**src/rtl/ifetch_queue_pkg.sv**
```systemverilog
// Shared control encodings for the fetch path: FSM states, next-PC selectors,
// and the buffered fetch-entry payload.
package ifetch_queue_pkg;

  localparam int unsigned XLEN    = 32;
  localparam int unsigned ENTRY_W = 2 * XLEN + 1;

  typedef enum logic [1:0] {
    IDLE = 2'd0,
    BUSY = 2'd1,
    DROP = 2'd2
  } ifq_state_e;

  localparam logic [1:0] NPC_SEQ = 2'd0;
  localparam logic [1:0] NPC_BR  = 2'd1;
  localparam logic [1:0] NPC_JMP = 2'd2;
  localparam logic [1:0] NPC_JR  = 2'd3;

  typedef struct packed {
    logic [XLEN-1:0] pc;
    logic [XLEN-1:0] instr;
    logic            fault;
  } ifq_entry_t;

endpackage

```
**src/rtl/ifq_fifo.sv**
```systemverilog
// Circular buffer of fetched entries with push, pop, synchronous clear and occupancy count.
module ifq_fifo
  import ifetch_queue_pkg::*;
#(
  parameter int unsigned DEPTH = 4
) (
  input  logic                   clk,
  input  logic                   rst,
  input  logic                   clear,
  input  logic                   push,
  input  ifq_entry_t             push_data,
  input  logic                   pop,
  output ifq_entry_t             head,
  output logic [$clog2(DEPTH):0] count
);

  localparam int unsigned PTR_W = $clog2(DEPTH);
  localparam int unsigned CNT_W = PTR_W + 1;

  ifq_entry_t             mem_q [DEPTH];
  ifq_entry_t             mem_d [DEPTH];
  logic       [PTR_W-1:0] wr_q, wr_d, rd_q, rd_d;
  logic       [CNT_W-1:0] cnt_q, cnt_d;
  logic                   do_push, do_pop;

  // Pointers wrap naturally because DEPTH is a power of two.
  always_comb begin
    mem_d   = mem_q;
    wr_d    = wr_q;
    rd_d    = rd_q;
    cnt_d   = cnt_q;
    do_pop  = pop && (cnt_q != '0);
    do_push = push && ((cnt_q != CNT_W'(DEPTH)) || do_pop);
    if (clear) begin
      wr_d  = '0;
      rd_d  = '0;
      cnt_d = '0;
    end else begin
      if (do_push) begin
        mem_d[wr_q] = push_data;
        wr_d        = wr_q + PTR_W'(1);
      end
      if (do_pop) begin
        rd_d = rd_q + PTR_W'(1);
      end
      cnt_d = cnt_q + CNT_W'(do_push) - CNT_W'(do_pop);
    end
  end

  always_ff @(posedge clk or posedge rst) begin
    if (rst) begin
      mem_q <= '{default: '0};
      wr_q  <= '0;
      rd_q  <= '0;
      cnt_q <= '0;
    end else begin
      mem_q <= mem_d;
      wr_q  <= wr_d;
      rd_q  <= rd_d;
      cnt_q <= cnt_d;
    end
  end

  assign head  = mem_q[rd_q];
  assign count = cnt_q;

endmodule

```
**src/rtl/ifetch_queue.sv**
```systemverilog
// Instruction fetch queue: issues one memory read at a time, buffers results
// for decode, and discards work on a redirect flush.
module ifetch_queue
  import ifetch_queue_pkg::*;
#(
  parameter int unsigned DEPTH = 4
) (
  input  logic            clk,
  input  logic            rst,
  input  logic            req_valid,
  input  logic [XLEN-1:0] req_addr,
  output logic            req_ready,
  input  logic            flush,
  output logic            mem_rd,
  output logic [XLEN-1:0] mem_addr,
  input  logic            mem_rvalid,
  input  logic [XLEN-1:0] mem_rdata,
  output logic            out_valid,
  output logic [XLEN-1:0] out_pc,
  output logic [XLEN-1:0] out_instr,
  output logic            out_fault,
  input  logic            out_ready
);

  localparam int unsigned CNT_W = $clog2(DEPTH) + 1;

  ifq_state_e      state_q, state_d;
  logic [XLEN-1:0] pend_pc_q, pend_pc_d;
  logic [XLEN-1:0] mem_addr_q, mem_addr_d;
  logic            mem_rd_q, mem_rd_d;
  logic            push;
  ifq_entry_t      push_entry;
  ifq_entry_t      head;
  logic [CNT_W-1:0] count;
  logic            pop;

  assign req_ready = (state_q == IDLE) && (count < CNT_W'(DEPTH)) && !flush;
  assign pop       = out_valid && out_ready && !flush;

  // Next-state, read issue and push selection.
  always_comb begin
    state_d    = state_q;
    pend_pc_d  = pend_pc_q;
    mem_addr_d = mem_addr_q;
    mem_rd_d   = 1'b0;
    push       = 1'b0;
    push_entry = '0;
    unique case (state_q)
      IDLE: begin
        if (req_valid && req_ready) begin
          if (req_addr[1:0] == 2'b00) begin
            mem_rd_d   = 1'b1;
            mem_addr_d = req_addr;
            pend_pc_d  = req_addr;
            state_d    = BUSY;
          end else begin
            push       = 1'b1;
            push_entry = '{pc: req_addr, instr: '0, fault: 1'b1};
          end
        end
      end
      BUSY: begin
        if (flush) begin
          state_d = mem_rvalid ? IDLE : DROP;
        end else if (mem_rvalid) begin
          push       = 1'b1;
          push_entry = '{pc: pend_pc_q, instr: mem_rdata, fault: 1'b0};
          state_d    = IDLE;
        end
      end
      DROP: begin
        // The stale response closes the read even if another flush lands with it.
        if (mem_rvalid) begin
          state_d = IDLE;
        end
      end
      default: state_d = IDLE;
    endcase
  end

  always_ff @(posedge clk or posedge rst) begin
    if (rst) begin
      state_q    <= IDLE;
      pend_pc_q  <= '0;
      mem_addr_q <= '0;
      mem_rd_q   <= 1'b0;
    end else begin
      state_q    <= state_d;
      pend_pc_q  <= pend_pc_d;
      mem_addr_q <= mem_addr_d;
      mem_rd_q   <= mem_rd_d;
    end
  end

  ifq_fifo #(.DEPTH(DEPTH)) u_fifo (
    .clk       (clk),
    .rst       (rst),
    .clear     (flush),
    .push      (push),
    .push_data (push_entry),
    .pop       (pop),
    .head      (head),
    .count     (count)
  );

  assign mem_rd    = mem_rd_q;
  assign mem_addr  = mem_addr_q;
  assign out_valid = (count != '0);
  assign out_pc    = out_valid ? head.pc    : '0;
  assign out_instr = out_valid ? head.instr : '0;
  assign out_fault = out_valid ? head.fault : 1'b0;

endmodule

```
**config.mk**
```make
export PLATFORM = sky130hd
export DESIGN_NAME = ifetch_queue
export DESIGN_NICKNAME = d
export VERILOG_FILES = /design/src/rtl/ifetch_queue_pkg.sv /design/src/rtl/ifq_fifo.sv /design/src/rtl/ifetch_queue.sv
export SDC_FILE = /design/constraint.sdc
export NUM_CORES = 1
export LEC_CHECK = 0
export ABC_AREA = 1
export BUFFER_PORTS_ARGS = -buffer_cell sky130_fd_sc_hd__buf_4
export CORE_ASPECT_RATIO = 0.75
export CORE_MARGIN = 1
export CORE_UTILIZATION = 55
export CTS_BUF_LIST = sky130_fd_sc_hd__clkbuf_4 sky130_fd_sc_hd__clkbuf_8 sky130_fd_sc_hd__clkbuf_16
export DETAILED_ROUTE_END_ITERATION = 7
export GPL_TIMING_DRIVEN = 0
export PLACE_DENSITY = 0.86
export SYNTH_ARGS = -nofsm -noshare
export SYNTH_HDL_FRONTEND = slang
export SYNTH_SLANG_ARGS = --single-unit
```
**constraint.sdc**
```tcl
create_clock -name clk -period 9.71 [get_ports clk]
set_input_delay 0.4855 -clock clk [delete_from_list [all_inputs] [get_ports clk]]
set_output_delay 0.4855 -clock clk [all_outputs]
set_load 0.01 [all_outputs]
```
==> out/summary.json, run 1 <==
{
  "cts_setup_buffers": 0,
  "setup.worst_path.class": "flip-flop to output pin",
  "syn_area_per_cell_sq_um": 7.71,
  "clk-insertion-delay-late_ns": 0.56,
  "core_ar_sq_um": 27100,
  "crit_path_arrival_time_ns": 3.16,
  "dp_hpwl_um": 35200,
  "fin_nets": 2263,
  "drt_iter0_markers": 2417,
  "synth_top_family_by_area": "simple AND/OR/NAND/NOR gates",
  "yosys.area_share.simple_pct": 35.5,
  "grt_antenna_before_repair": 0,
  "r2r.worst_path.cells": 12,
  "finish.utilization_pct": 66.8,
  "gr-total-overflow": 0,
  "timing_worst_slew_pin_value_ns": 1.08,
  "leakage_component_of_the_power_nw": 9.42,
  "critical_path.endpoint_type": "output pin",
  "syn_area_sq_um": 15300,
  "critical-path-slowest-cell": "clkbuf_1",
  "status": "finished clean",
  "drt_drc_violations_left": 0,
  "worst-path-max-fanout": 10,
  "die_height_um": 146,
  "drtAntennaViolNets": 0,
  "fin_worst_skew_ns": 0.0139,
  "final_area_sq_um": 18100,
  "worst_ep_required_time_ns": 9.22,
  "multi_input_comb_area_sq_um": 6770,
  "die_x_um": 195,
  "cap_viol_max_count": 0,
  "post_synth_xor_area_fraction_pct": 0,
  "via_count_of_the_first_global_routing_pass": 14600,
  "placed_cell_area_sq_um": 17100,
  "top_level_ports": 170,
  "synth.area.mux_share_pct": 0,
  "finalNonFillerCells": 2560,
  "worstReg2RegEnd": "u_fifo.count[2]$_DFF_PP0_",
  "filler_cell_count": 2178,
  "report.final.setup_viol": 0,
  "synth_fa_ha_area_share_pct": 0.621,
  "area_growth_syn_to_layout_pct": 18.5,
  "final_layout_size_suffix_gt1_share_pct": 15.5,
  "die_outline_area_sq_um": 28500,
  "maximum_number_of_pins_on_one_net_before_global_route_repair": 130,
  "cts_inserted_buffers": 31,
  "syn_nets": 2061,
  "post_detailed_route_via_to_cell_ratio": 6.27,
  "critPathMaxStageDelay_ns": 0.62,
  "worstReg2RegStart": "state_q[1]$_DFFE_PP0P_",
  "grt_use_total_pct": 34.8,
  "initial_core_util_pct": 56.4,
  "critPathLaunchType": "flip-flop",
  "routabilityCongestion": 0.920,
  "report.final.hold_viol_count": 0,
  "period_share_pct": 37.6,
  "cts_max_path_buffers": 3,
  "cts.root.buffer_cell": "clkbuf_16",
  "detail_route.wirelength_um": 50500,
  "postCtsResizedCells": 0,
  "pwr_density_cell_nw_per_um2": 258,
  "synthDistinctLibCells": 25,
  "port-buffer-count": 167,
  "detail_route.wl_per_cell_um": 19.7,
  "report.final.slew_viol_count": 0,
  "r2r_slack_ns": 6.86,
  "hold_slack_ns": 0.0214,
  "hp-class": "primary input to asynchronous set/reset pin",
  "hold_buffers": 0,
  "n_antenna_cell": 0,
  "tritoncts": "built",
  "rsz0062_at_grt": "false",
  "ys.warnings.count": 0,
  "max_freq_mhz": 274,
  "worst_ir_drop_vdd_v": 0.000167,
  "synth.yosys.seq_area_share_pct": 49.4,
  "register_area_sq_um": 7560,
  "timing.final.crit_period_ns": 3.65,
  "routed-via-count": 16000,
  "clkSinkCount": 302,
  "htree_num_levels": 1,
  "placedCellCount": 2504,
  "synth_seq_cells": 302,
  "cell_chain_critical_path": "clkbuf_1, clkbuf_1, buf_2, nor2_1, nor2_1, o21ai_0, a21oi_1, buf_4",
  "clkSlewWorstSetupHoldPaths_ns": 0.06,
  "maxSlewHeadroom_pct": 28.1,
  "wire_length_of_the_first_global_routing_pass_um": 79400,
  "cell_count_after_synthesis": 1984,
  "num_rows": 52,
  "synth_compound_gate_area_share_pct": 8.12,
  "drt_pre_antenna_iters": 6
}
[layout make-up]
| cell class | count | share of cell area, % |
|---|---|---|
| plain buffers | 188 | 4.95 |
| clock buffers | 45 | 5.06 |
| clock inverters | 11 | 0.890 |
| inverters | 21 | 0.476 |
| multi-input cells | 1473 | 37.3 |
| flip-flops and latches | 302 | 41.7 |
| well taps | 351 | 2.42 |
| repair buffers | 169 | 7.22 |
[report_power, final]
group	internal (mW)	switching (mW)	total, mW
sequential	1.47	0.142	1.61
combinational	0.562	1.22	1.79
clock	0.760	0.515	1.27
total	2.79	1.88	4.67
[cells in the mapped netlist (all sizes together)]
library cell / number / share of area (%)
and3: 1 / 0.041
nor3: 2 / 0.065
dfrtp: 302 / 49
nand4: 295 / 12
nor2: 274 / 6.9
inv: 21 / 0.52
o21ai: 161 / 5.8
buf: 99 / 3.7
o41ai: 1 / 0.057
a21oi: 68 / 2.2
fa: 1 / 0.13
o211ai: 1 / 0.082
clkbuf: 89 / 2.2
or2: 1 / 0.041
ha: 6 / 0.49
nand3: 9 / 0.39
nand2: 653 / 16
[worst max-delay path, delay by kind of cell (launching register included)]
kind / cells / cell delay (ns)
buffers and inverters: 4 / 1.67
DFF: 1 / 0.32
and+or+nand+nor: 2 / 0.21
AOI/OAI and AO/OA: 2 / 0.40
[kinds of logic after synthesis]
kind of cell,after synthesis
fa+ha+maj,7
compound gates,231
buf+inv,209
flops,302
simple gates,1235
[routing by layer]
| layer | vias to the layer above | track usage (%) | share of wire [%] |
|---|---|---|---|
| li1 | 7076 | - | - |
| met5 | - | 0 | 0 |
| met3 | 133 | 7.72 | 12 |
| met2 | 1167 | 51.0 | 43 |
| met4 | 0 | 10.9 | 3.4 |
| met1 | 7670 | 51.3 | 41 |
[state kept, by name, summed over array words and instances (netlist names)]
signal / count
u_fifo.mem_q: 260
mem_addr: 32
u_fifo.count: 3
state_q: 2
u_fifo.rd_q: 2
u_fifo.wr_q: 2
mem_rd: 1
[stage by stage]
stage               total power, mW  TNS [ns]  worst slack [ns]
floorplan                      2.62         0             0.879
global placement               3.29   -698.06             -2.35
detailed placement             3.34         0              6.77
CTS                            4.61         0              6.13
global route                   4.88         0              5.98
finish                         4.67         0              6.06
[worst max-delay path by stage]
stage / from / end / slack (ns) / depth (start not counted)
final: u_fifo.rd_q[0]$_DFFE_PP0P_ / out_fault / 6.06 / 8
after global routing: u_fifo.count[1]$_DFF_PP0_ / out_instr[30] / 5.98 / 7
after CTS: u_fifo.count[1]$_DFF_PP0_ / out_instr[30] / 6.13 / 7
after detailed placement: u_fifo.count[1]$_DFF_PP0_ / out_instr[30] / 6.77 / 7
after global placement: rst / u_fifo.mem_q[204]$_DFFE_PP0P_ / -2.35 / 2
after floorplan: rst / mem_addr[0]$_DFFE_PP0P_ / 0.88 / 1
[cell usage in the layout (no fill, tap or decap), drive strengths merged]
cell,Yosys,layout
nand3,9,9
fa,1,1
inv,21,21
a21oi,68,68
o211ai,1,1
or2,1,1
nor2,274,274
and3,1,1
clkinv,0,6
clkbuf,89,134
nand4,295,295
clkinvlp,0,1
nand2,653,653
ha,6,6
bufinv,0,4
o41ai,1,1
buf,99,268
o21ai,161,161
nor3,2,2
dfrtp,302,302
Power figures use the tool's default switching activity.
==> run 2: changes to the inputs <==
Settings changed: CORE_UTILIZATION 55 to 53.
Clock period 9.71 ns to 3.1 ns, I/O delays scaled along.
==> run 2 against run 1 <==
  * Clock skew rose by 0.0049 ns
  * First-iteration DRC count about the same
  * Largest cell class unchanged
  * Sequential share of layout area shrank 1.8 points
  * Worst setup slack worse by 5.9 ns
  * Die area increased by 3.7%
  * Highest routed layer unchanged
  * Clock power increased to 3.3 times the previous value
==> out/summary.json, run 2 (synthesis gave the netlist of run 1 again) <==
{
  "status": {"value": "finished clean", "change": "unchanged"},
  "mostFrequentLayoutCell": {"value": "nand2_1", "change": "unchanged"},
  "gr-total-overflow": {"value": 0, "change": "unchanged"},
  "min_path_cells": 5,
  "drt_pre_antenna_iters": {"value": 7, "change": "was 6"},
  "r2r.worst_path.cells": {"value": 12, "change": "unchanged"},
  "hold_slack": {"value": 0.178, "unit": "ns", "change": "was 0.0214 ns"},
  "post_detailed_route_via_to_cell_ratio": {"value": 6.18, "change": "was 6.27"},
  "grt_use_total": {"value": 35.4, "unit": "%", "change": "was 34.8%"},
  "die_outline_area": {"value": 29600, "unit": "sq um", "change": "was 28500 sq um"},
  "cts_max_path_buffers": {"value": 3, "change": "unchanged"},
  "period_share_pct": 96.4,
  "worst_ep_required_time": {"value": 2.94, "unit": "ns", "change": "was 9.22 ns"},
  "num_rows": {"value": 53, "change": "was 52"},
  "cts.root.buffer_cell": {"value": "clkbuf_16", "change": "unchanged"},
  "drt_iter0_markers": {"value": 2416, "change": "was 2417"},
  "clkSlewWorstSetupHoldPaths": {"value": 0.06, "unit": "ns", "change": "about the same"},
  "largest_register_ff_count": {"value": 260, "change": "unchanged"},
  "r2r_slack": {"value": 0.24, "unit": "ns", "change": "was 6.86 ns"},
  "fin_worst_skew": {"value": 0.0188, "unit": "ns", "change": "was 0.0139 ns"},
  "maxSlewHeadroom": {"value": 40.0, "unit": "%", "change": "was 28.1%"},
  "hp-class": {"value": "primary input to flip-flop", "change": "was primary input to asynchronous set/reset pin"},
  "worst_ir_drop_vdd": {"value": 0.000516, "unit": "V", "change": "was 0.000167 V"},
  "maximum_number_of_pins_on_one_net_before_global_route_repair": {"value": 44, "change": "was 130"},
  "final_layout_size_suffix_gt1_share": {"value": 15.3, "unit": "%", "change": "was 15.5%"},
  "regMostFlops": {"value": "u_fifo.mem_q", "change": "unchanged"},
  "setup.worst_path.class": {"value": "flip-flop to output pin", "change": "unchanged"},
  "timing.hold.worst.start": "req_addr[1]",
  "critPathBufInv": {"value": 4, "change": "unchanged"},
  "critPathMaxStageDelay": {"value": 0.59, "unit": "ns", "change": "was 0.62 ns"},
  "crit_family": {"value": "buffers and inverters", "change": "unchanged"},
  "crit_path_arrival_time": {"value": 2.83, "unit": "ns", "change": "was 3.16 ns"},
  "p_total": {"value": 15.0, "unit": "mW", "change": "was 4.67 mW"},
  "report.final.setup_viol": {"value": 0, "change": "unchanged"},
  "critPathLaunchType": {"value": "flip-flop", "change": "unchanged"},
  "cts_setup_buffers": {"value": 0, "change": "unchanged"},
  "detail_route.wirelength": {"value": 52100, "unit": "um", "change": "was 50500 um"},
  "drtAntennaViolNets": {"value": 0, "change": "unchanged"},
  "fin_nets": {"value": 2330, "change": "was 2263"},
  "cap_viol_max_count": {"value": 0, "change": "unchanged"},
  "critical-path-slowest-cell": {"value": "clkbuf_1", "change": "unchanged"},
  "area_growth_syn_to_layout": {"value": 23.9, "unit": "%", "change": "was 18.5%"},
  "rsz0062_at_grt": {"value": "false", "change": "unchanged"},
  "cell_chain_critical_path": {"value": "inv_1, clkbuf_1, clkbuf_1, nor2_1, o21ai_0, a21oi_1, buf_4", "change": "was clkbuf_1, clkbuf_1, buf_2, nor2_1, nor2_1, o21ai_0, a21oi_1, buf_4"},
  "routabilityCongestion": {"value": 0.932, "change": "was 0.920"},
  "core_ar": {"value": 28200, "unit": "sq um", "change": "was 27100 sq um"},
  "leakage_component_of_the_power": {"value": 9.75, "unit": "nW", "change": "was 9.42 nW"},
  "placed_cell_area": {"value": 17200, "unit": "sq um", "change": "was 17100 sq um"},
  "report.final.slew_viol_count": {"value": 0, "change": "unchanged"},
  "die_x": {"value": 198, "unit": "um", "change": "was 195 um"},
  "max_freq_mhz": 335,
  "wire_length_of_the_first_global_routing_pass": {"value": 82000, "unit": "um", "change": "was 79400 um"},
  "finish.utilization": {"value": 67.3, "unit": "%", "change": "was 66.8%"},
  "worst_hold_path.endpoint": "u_fifo.mem_q[164]$_DFFE_PP0P_",
  "mostFrequentLayoutCells": {"value": "nand2_1, dfrtp_1, nand4_1", "change": "unchanged"},
  "cts_inserted_buffers": {"value": 30, "change": "was 31"},
  "setup_total_negative_slack": {"value": 0, "unit": "ns", "change": "unchanged"},
  "initial_core_util": {"value": 54.3, "unit": "%", "change": "was 56.4%"},
  "die_height": {"value": 149, "unit": "um", "change": "was 146 um"},
  "via_count_of_the_first_global_routing_pass": {"value": 15200, "change": "was 14600"},
  "worst-path-max-fanout": {"value": 10, "change": "unchanged"},
  "path_common_cell": "clkbuf_1",
  "worstReg2RegStart": {"value": "state_q[1]$_DFFE_PP0P_", "change": "unchanged"},
  "timing.final.crit_period_ns": 2.99,
  "final_area": {"value": 19000, "unit": "sq um", "change": "was 18100 sq um"},
  "drt_drc_violations_left": {"value": 0, "change": "unchanged"},
  "report.final.hold_viol_count": {"value": 0, "change": "unchanged"},
  "htree_num_levels": {"value": 1, "change": "unchanged"},
  "clkSinkCount": {"value": 302, "change": "unchanged"},
  "grt_antenna_before_repair": {"value": 0, "change": "unchanged"},
  "timing_worst_slew_pin_value": {"value": 0.901, "unit": "ns", "change": "was 1.08 ns"},
  "clk-insertion-delay-late": {"value": 0.57, "unit": "ns", "change": "was 0.56 ns"},
  "n_antenna_cell": {"value": 0, "change": "unchanged"},
  "port-buffer-count": {"value": 167, "change": "unchanged"},
  "pwr_density_cell": {"value": 788, "unit": "nW/um^2", "change": "was 258 nW/um^2"},
  "detail_route.wl_per_cell": {"value": 19.6, "unit": "um", "change": "was 19.7 um"},
  "tritoncts": {"value": "built", "change": "unchanged"},
  "worstReg2RegEnd": {"value": "u_fifo.count[2]$_DFF_PP0_", "change": "unchanged"},
  "critical_path.endpoint_type": {"value": "output pin", "change": "unchanged"},
  "top_level_ports": {"value": 170, "change": "unchanged"},
  "dp_hpwl": {"value": 36100, "unit": "um", "change": "was 35200 um"},
  "routed-via-count": {"value": 16400, "change": "was 16000"}
}
## run 2: cell types whose count changed in the layout (fill, tap and decap cells not counted), sizes merged
cell	previous run	this run
bufinv	4	6
buf	268	273
inv	21	20
clkinvlp	1	2
clkbuf	134	132
clkinv	6	4
dlygate4sd3	0	65
## run 2: power by group
group	switching, mW	internal [mW]
Sequential	0.441	4.59
Clock	1.63	2.57
Combinational	3.89	1.82
Total	5.97	8.98
## run 2: area by class of cell
cell class	count	area, sq um
clock buffer	45	931
clock inverter	11	208
fill	2197	9220
buffer	186	891
tap	385	482
sequential	302	7560
multi-input combinational	1473	6770
inverter	21	82.6
timing repair buffer	239	2040
## run 2: stage by stage
stage	instances	setup WS (ns)
floorplan	1984	-1.07
global placement	2536	-2.78
detailed placement	2543	0.379
CTS	2662	0.0311
global route	2662	0.00951
finish	2662	0.113
## run 2: worst max-delay path by stage
stage	start	endpoint	slack, ns	depth (start not counted)
final	u_fifo.rd_q[1]$_DFFE_PP0P_	out_instr[28]	0.11	7
after global routing	u_fifo.count[1]$_DFF_PP0_	out_pc[10]	0.01	6
after CTS	u_fifo.rd_q[0]$_DFFE_PP0P_	out_pc[0]	0.03	8
after detailed placement	state_q[1]$_DFFE_PP0P_	u_fifo.count[2]$_DFF_PP0_	0.38	12
after global placement	rst	u_fifo.mem_q[139]$_DFFE_PP0P_	-2.78	2
after floorplan	rst	mem_addr[0]$_DFFE_PP0P_	-1.07	1
## run 2: what timing repair did
action / in CTS / in global routing
cloned: 0 / 0
endpoints found under the hold margin: 193 / 0
setup endpoints to repair: 8 / 14
hold buffers: 65 / 0
resized for setup: 0 / 2
## run 2: layer usage
layer | vias up | global-route usage, % | wire [um]
met3 | 190 | 6.99 | 6470
met5 | - | 0 | 0
met1 | 7852 | 51.3 | 20900
li1 | 7192 | - | -
met2 | 1209 | 52.3 | 22600
met4 | 0 | 14.0 | 2120
## run 2: worst register-to-register path, stage by stage (launching register included)
cell	delay, ns
dfrtp_1	0.46
nor2_4	0.25
nand3_1	0.25
nand2_1	0.19
buf_6	0.18
buf_4	0.21
nand2_1	0.13
inv_2	0.14
ha_1	0.17
inv_1	0.06
fa_1	0.42
and3_1	0.18
nor3_1	0.14
